$ cat src/rtl/keyed_seq_fsm.sv
// Key-locked sequencing controller: a correct key runs the counting sequence,
// a wrong key runs a bit-0-corrupted decoy and repeated failures lock to TRAP.
module keyed_seq_fsm #(
    parameter int               KEY_W    = 8,
    parameter logic [KEY_W-1:0] KEY      = 8'hA5,
    parameter int               OUT_W    = 8,
    parameter int               RUN_LEN  = 4,
    parameter int               MAX_FAIL = 3
) (
    input  logic                          clk,
    input  logic                          rst,
    input  logic                          start,
    input  logic [KEY_W-1:0]              keyinput,
    input  logic [OUT_W-1:0]              seed,
    output logic [OUT_W-1:0]              y,
    output logic                          busy,
    output logic                          done,
    output logic                          trapped,
    output logic [$clog2(MAX_FAIL+1)-1:0] fail_cnt
);

    localparam int FC_W  = $clog2(MAX_FAIL + 1);
    localparam int CNT_W = (RUN_LEN > 1) ? $clog2(RUN_LEN) : 1;

    localparam logic [CNT_W-1:0] CNT_LAST = CNT_W'(RUN_LEN - 1);
    localparam logic [FC_W-1:0]  FC_LAST  = FC_W'(MAX_FAIL - 1);
    localparam logic [FC_W-1:0]  FC_MAX   = FC_W'(MAX_FAIL);
    localparam logic [OUT_W-1:0] LSB      = OUT_W'(1);

    typedef enum logic [2:0] {
        S_IDLE  = 3'd0,
        S_RUN   = 3'd1,
        S_DECOY = 3'd2,
        S_DONE  = 3'd3,
        S_TRAP  = 3'd4
    } state_t;

    state_t           r_state;
    state_t           w_state_nxt;
    logic [OUT_W-1:0] r_acc;
    logic [OUT_W-1:0] w_acc_nxt;
    logic [OUT_W-1:0] w_acc_inc;
    logic [CNT_W-1:0] r_cnt;
    logic [CNT_W-1:0] w_cnt_nxt;
    logic [OUT_W-1:0] r_y;
    logic [OUT_W-1:0] w_y_nxt;
    logic [FC_W-1:0]  r_fail_cnt;
    logic [FC_W-1:0]  w_fc_nxt;
    logic             w_key_ok;

    assign w_key_ok  = (keyinput == KEY);
    assign w_acc_inc = r_acc + LSB;

    // State register; reset always lands in IDLE
    always_ff @(posedge clk or posedge rst) begin
        if (rst) begin
            r_state <= S_IDLE;
        end else begin
            r_state <= w_state_nxt;
        end
    end

    // Datapath registers: accumulator, run counter, output, failure count
    always_ff @(posedge clk or posedge rst) begin
        if (rst) begin
            r_acc      <= '0;
            r_cnt      <= '0;
            r_y        <= '0;
            r_fail_cnt <= '0;
        end else begin
            r_acc      <= w_acc_nxt;
            r_cnt      <= w_cnt_nxt;
            r_y        <= w_y_nxt;
            r_fail_cnt <= w_fc_nxt;
        end
    end

    // Next-state and next-datapath decode; unknown encodings fall back to IDLE
    always_comb begin
        w_state_nxt = S_IDLE;
        w_acc_nxt   = r_acc;
        w_cnt_nxt   = r_cnt;
        w_y_nxt     = r_y;
        w_fc_nxt    = r_fail_cnt;
        case (r_state)
            S_IDLE: begin
                w_state_nxt = S_IDLE;
                if (start) begin
                    w_acc_nxt = seed;
                    w_cnt_nxt = '0;
                    if (w_key_ok) begin
                        w_state_nxt = S_RUN;
                        w_y_nxt     = seed;
                    end else begin
                        w_state_nxt = S_DECOY;
                        w_y_nxt     = seed ^ LSB;
                    end
                end
            end
            S_RUN, S_DECOY: begin
                w_state_nxt = r_state;
                if (r_cnt != CNT_LAST) begin
                    w_acc_nxt = w_acc_inc;
                    w_cnt_nxt = r_cnt + CNT_W'(1);
                    if (r_state == S_DECOY) begin
                        w_y_nxt = w_acc_inc ^ LSB;
                    end else begin
                        w_y_nxt = w_acc_inc;
                    end
                end else if (r_state == S_RUN) begin
                    w_state_nxt = S_DONE;
                    w_fc_nxt    = '0;
                end else if (r_fail_cnt >= FC_LAST) begin
                    w_state_nxt = S_TRAP;
                    w_fc_nxt    = FC_MAX;
                    w_y_nxt     = '0;
                end else begin
                    w_state_nxt = S_DONE;
                    w_fc_nxt    = r_fail_cnt + FC_W'(1);
                end
            end
            S_DONE: begin
                w_state_nxt = S_IDLE;
            end
            S_TRAP: begin
                w_state_nxt = S_TRAP;
                w_y_nxt     = '0;
            end
            default: begin
                w_state_nxt = S_IDLE;
            end
        endcase
    end

    assign y        = r_y;
    assign busy     = (r_state == S_RUN) || (r_state == S_DECOY);
    assign done     = (r_state == S_DONE);
    assign trapped  = (r_state == S_TRAP);
    assign fail_cnt = r_fail_cnt;

endmodule
$ cat config.mk
export PLATFORM = sky130hd
export DESIGN_NAME = keyed_seq_fsm
export DESIGN_NICKNAME = d
export VERILOG_FILES = /design/src/rtl/keyed_seq_fsm.sv
export SDC_FILE = /design/constraint.sdc
export NUM_CORES = 1
export LEC_CHECK = 0
export ABC_AREA = 1
export CORE_AREA = 3 3 53 55
export CTS_BUF_LIST = sky130_fd_sc_hd__clkbuf_4 sky130_fd_sc_hd__clkbuf_8
export DETAILED_ROUTE_END_ITERATION = 6
export DIE_AREA = 0 0 56 58
export GPL_ROUTABILITY_DRIVEN = 0
export PLACE_DENSITY_LB_ADDON = 0.05
export SLEW_MARGIN = 15
export SYNTH_ARGS = -nofsm -noshare
export SYNTH_HDL_FRONTEND = slang
export SYNTH_SLANG_ARGS = --single-unit
$ cat constraint.sdc
create_clock -name clk -period 2.5 [get_ports clk]
set_clock_uncertainty 0.1 [all_clocks]
set_input_delay 0.375 -clock clk [delete_from_list [all_inputs] [get_ports clk]]
set_output_delay 0.375 -clock clk [all_outputs]
set_load 0.01 [all_outputs]
==> flow_summary_export.csv, run 1 <==
group,metric,value,unit
job,drv_cap,0,
power,clkPwrFrac,8.1,%
logic_synthesis,synth_fp_nets,198,
timing,max_slew_margin,80.3,%
power,vdd_ir_drop_max,0.882,mV
clock_tree,quantity_of_hold_fixing_buffers_added_after_cts,0,
global_routing,first_global_vias,1087,
logic_synthesis,yosysTopAreaCell,"dfrtp_1",
global_routing,use_met2,30.7,%
clock_tree,cts_tree,"yes",
cells_and_area,finish.net_count,234,
clock_tree,worst_setup_hold_path_clk_slew,0.12,ns
floorplan,ioPinCount,32,
detailed_routing,drt_iter0_markers,41,
detailed_routing,avgViaCountPerCell,4.80,
global_routing,grt_remaining_overflow,0,
timing,setup_total_negative_slack,0,ns
clock_tree,ctsRootBufferMaster,"clkbuf_4",
global_routing,grt_max_degree,24,
clock_tree,post-cts-setup-buffer-count,0,
power,power.share.combinational,60.2,%
cells_and_area,layout.cells.non_filler,242,
detailed_routing,wire_per_inst,11.3,um
power,switching_share,47.1,%
floorplan,die_height,58,um
critical_path,critPathKind,"register to primary output",
logic_synthesis,netlist.area_leader.share,45.1,%
global_routing,global_route_wire_length_before_repair,4.65,mm
detailed_routing,first_pass_drt_iterations,4,
timing,setup-violations-final,0,
power,intPower,1.17,mW
detailed_routing,drc,0,
placed_design,dp.final_hpwl,2.11,mm
logic_synthesis,synthTopCellsByArea,"dfrtp_1, nand2_1, inv_1",
global_routing,grt_use_met1,24.0,%
clock_tree,cts_buffer_depth,2,
critical_path,category_of_the_worst_setup_path_launch_point,"register",
floorplan,start_util,52.4,%
power,pwr-share-seq,31.7,%
logic_synthesis,synth.avg_cell_area,7.20,um^2
clock_tree,cts_resized,0,
logic_synthesis,async_reset_ff_share,100,%
detailed_routing,route.vias.total,1162,
clock_tree,cts.sinks,23,
floorplan,fp.dieW,56,um
critical_path,req_time_crit_path,2.03,ns
global_routing,grtUsageMet3,3.34,%
timing,hold-worst-slack,0.295,ns
clock_tree,tritoncts.num_buffers,3,
global_routing,antenna_found_initial,0,
cells_and_area,fillers,222,
timing,tightestPinTransition,0.296,ns
power,power.net_switching,1.04,mW
floorplan,core.rowCount,18,
logic_synthesis,dominantRegCellSynth,"dfrtp_1",
run_status,status,"completed",
logic_synthesis,count_of_different_cell_masters_after_synthesis,20,
logic_synthesis,synth.yosys.seq_area_share,45.1,%
timing,report.final.hold_viol_count,0,
timing,grt_setup_unrepaired,"false",
detailed_routing,postRouteAntennaNets,0,
critical_path,endpoint_kind,"primary output",
placed_design,numPortBuffers,31,
timing,fmax,429,MHz
timing,fin_crit,2.33,ns
timing,finalMaxSlewViolations,0,
global_routing,global_route.peak_usage_layer,"met2",
cells_and_area,diodes,0,
floorplan,coreArea,0.00243,mm^2
critical_path,crit_path_arrival_time,1.85,ns
critical_path,worst-path-max-fanout,17,
placed_design,post-place-cells,238,
floorplan,die-area,0.00325,mm^2
logic_synthesis,synth-edff-count,0,
logic_synthesis,ys_seq_elements,23,
detailed_routing,routed_wl,2.74,mm
clock_tree,cts_max_level,1,
logic_synthesis,syn-instance-count,177,
cells_and_area,area_growth,29.6,%
global_routing,gr-usage-all-layers,18.1,%
power,power_leakage,0.861,nW
timing,layout_worst_path_cycle_share,93.2,%
cells_and_area,post_route_cells_drive_above_1_share,6.13,%
power,totalPowerFinal,2.21,mW
logic_synthesis,yosys_warnings,0,
logic_synthesis,cell_area_synth,0.00127,mm^2
worst_hold_path,worst_hold_path_type,"input port to asynchronous set/reset pin",
clock_tree,worstSkewPairLatency,0.30,ns
power,power.density,1340,mW/mm^2
## cell usage in the layout (no fill, tap or decap)
cell type        count
nor3_1               1
clkdlybuf4s50_1     31
xor2_1               1
dfrtp_1             23
o21ai_0             11
ha_1                 2
a21oi_1              1
clkbuf_4             4
nand2_4              3
nand3_4              1
inv_1               20
nand2_1             76
nand3_1             11
or2_2                1
inv_2                2
xnor2_1              3
o22ai_1              1
buf_4                1
nand4_1              1
nand3b_1             1
nor2_1              16
inv_4                1
## synthesized netlist by cell type (2+ instances only)
cell type / number
nand2_1: 76
dfrtp_1: 23
inv_1: 20
nor2_1: 16
nand3_1: 11
o21ai_0: 11
nand2_4: 3
xnor2_1: 3
ha_1: 2
inv_2: 2
## critical path, cell delays in order, from the launching register on
cell,delay (ns)
dfrtp_1,0.41
inv_1,0.12
nand3_1,0.21
nand2_4,0.24
clkdlybuf4s50_1,0.57
## cells by family (layout without fill, tap and decap cells)
kind of cell               Yosys count  count (layout)  share of synthesized area [%]
AOI/OAI and AO/OA                   13              13                           5.20
xor gates and xnor gates             4               4                           2.75
adders and majority gates            2               2                           1.96
buffers and inverters               24              59                           7.56
DFF                                 23              23                           45.1
and+or+nand+nor                    111             111                           37.4
## power by group through the flow
| stage | logic, mW | registers, mW | clock network, mW |
|---|---|---|---|
| 4_1_cts | 1.35 | 0.702 | 0.185 |
| 6_report | 1.33 | 0.703 | 0.178 |
| 5_1_grt | 1.51 | 0.727 | 0.202 |
| 3_3_place_gp | 1.31 | 0.696 | 0 |
| 2_1_floorplan | 0.886 | 0.721 | 0 |
| 3_5_place_dp | 1.34 | 0.711 | 0 |
## registers in the layout (all words and copies together) (netlist names)
signal and count:
y 8, fail_cnt 2, r_acc 8, r_state 3, r_cnt 2
## metal layers
layer  wire [um]  vias to the layer above
met4          14                        0
met5           0                        -
met2        1270                       33
met1        1310                      511
li1            -                      616
met3         145                        2
## metrics by stage
step | instance area (um^2) | utilization, % | setup WS (ns)
floorplan | 1270 | - | 1.11
global placement | 1620 | 66.7 | 0.600
detailed placement | 1620 | 66.7 | 0.533
CTS | 1650 | 68.0 | 0.184
global route | 1650 | 68.0 | 0.0567
finish | 1650 | 68.0 | 0.171
## path summary, 6_finish.rpt
| check | start | endpoint | slack (ns) | cells past startpoint |
|---|---|---|---|---|
| max | r_state[1]$_DFFE_PP0P_ | busy | 0.17 | 4 |
| min | rst | y[4]$_DFFE_PP0P_ | 0.29 | 3 |
| max reg2reg | r_state[1]$_DFFE_PP0P_ | y[5]$_DFFE_PP0P_ | 0.78 | 8 |
| min reg2reg | y[3]$_DFFE_PP0P_ | y[3]$_DFFE_PP0P_ | 0.39 | 2 |
| max in group asynchronous | rst | r_acc[0]$_DFFE_PP0P_ | 1.78 | 3 |
| min in group clk | y[3]$_DFFE_PP0P_ | y[3]$_DFFE_PP0P_ | 0.39 | 2 |
## area by class of cell
cell class	instances	area (um^2)	area share, %
multi-input cells	130	603	36.5
flip-flops and latches	23	576	34.8
repair buffers	32	318	19.2
inverters	23	88.8	5.37
well taps	30	37.5	2.27
clock buffers	4	30.0	1.82
Power figures use the tool's default switching activity.
==> inputs of run 2 (changes only) <==
- TNS_END_PERCENT: default -> 20
==> results of run 2 <==
The final DEF is identical to that of run 1; final timing and power are the same.
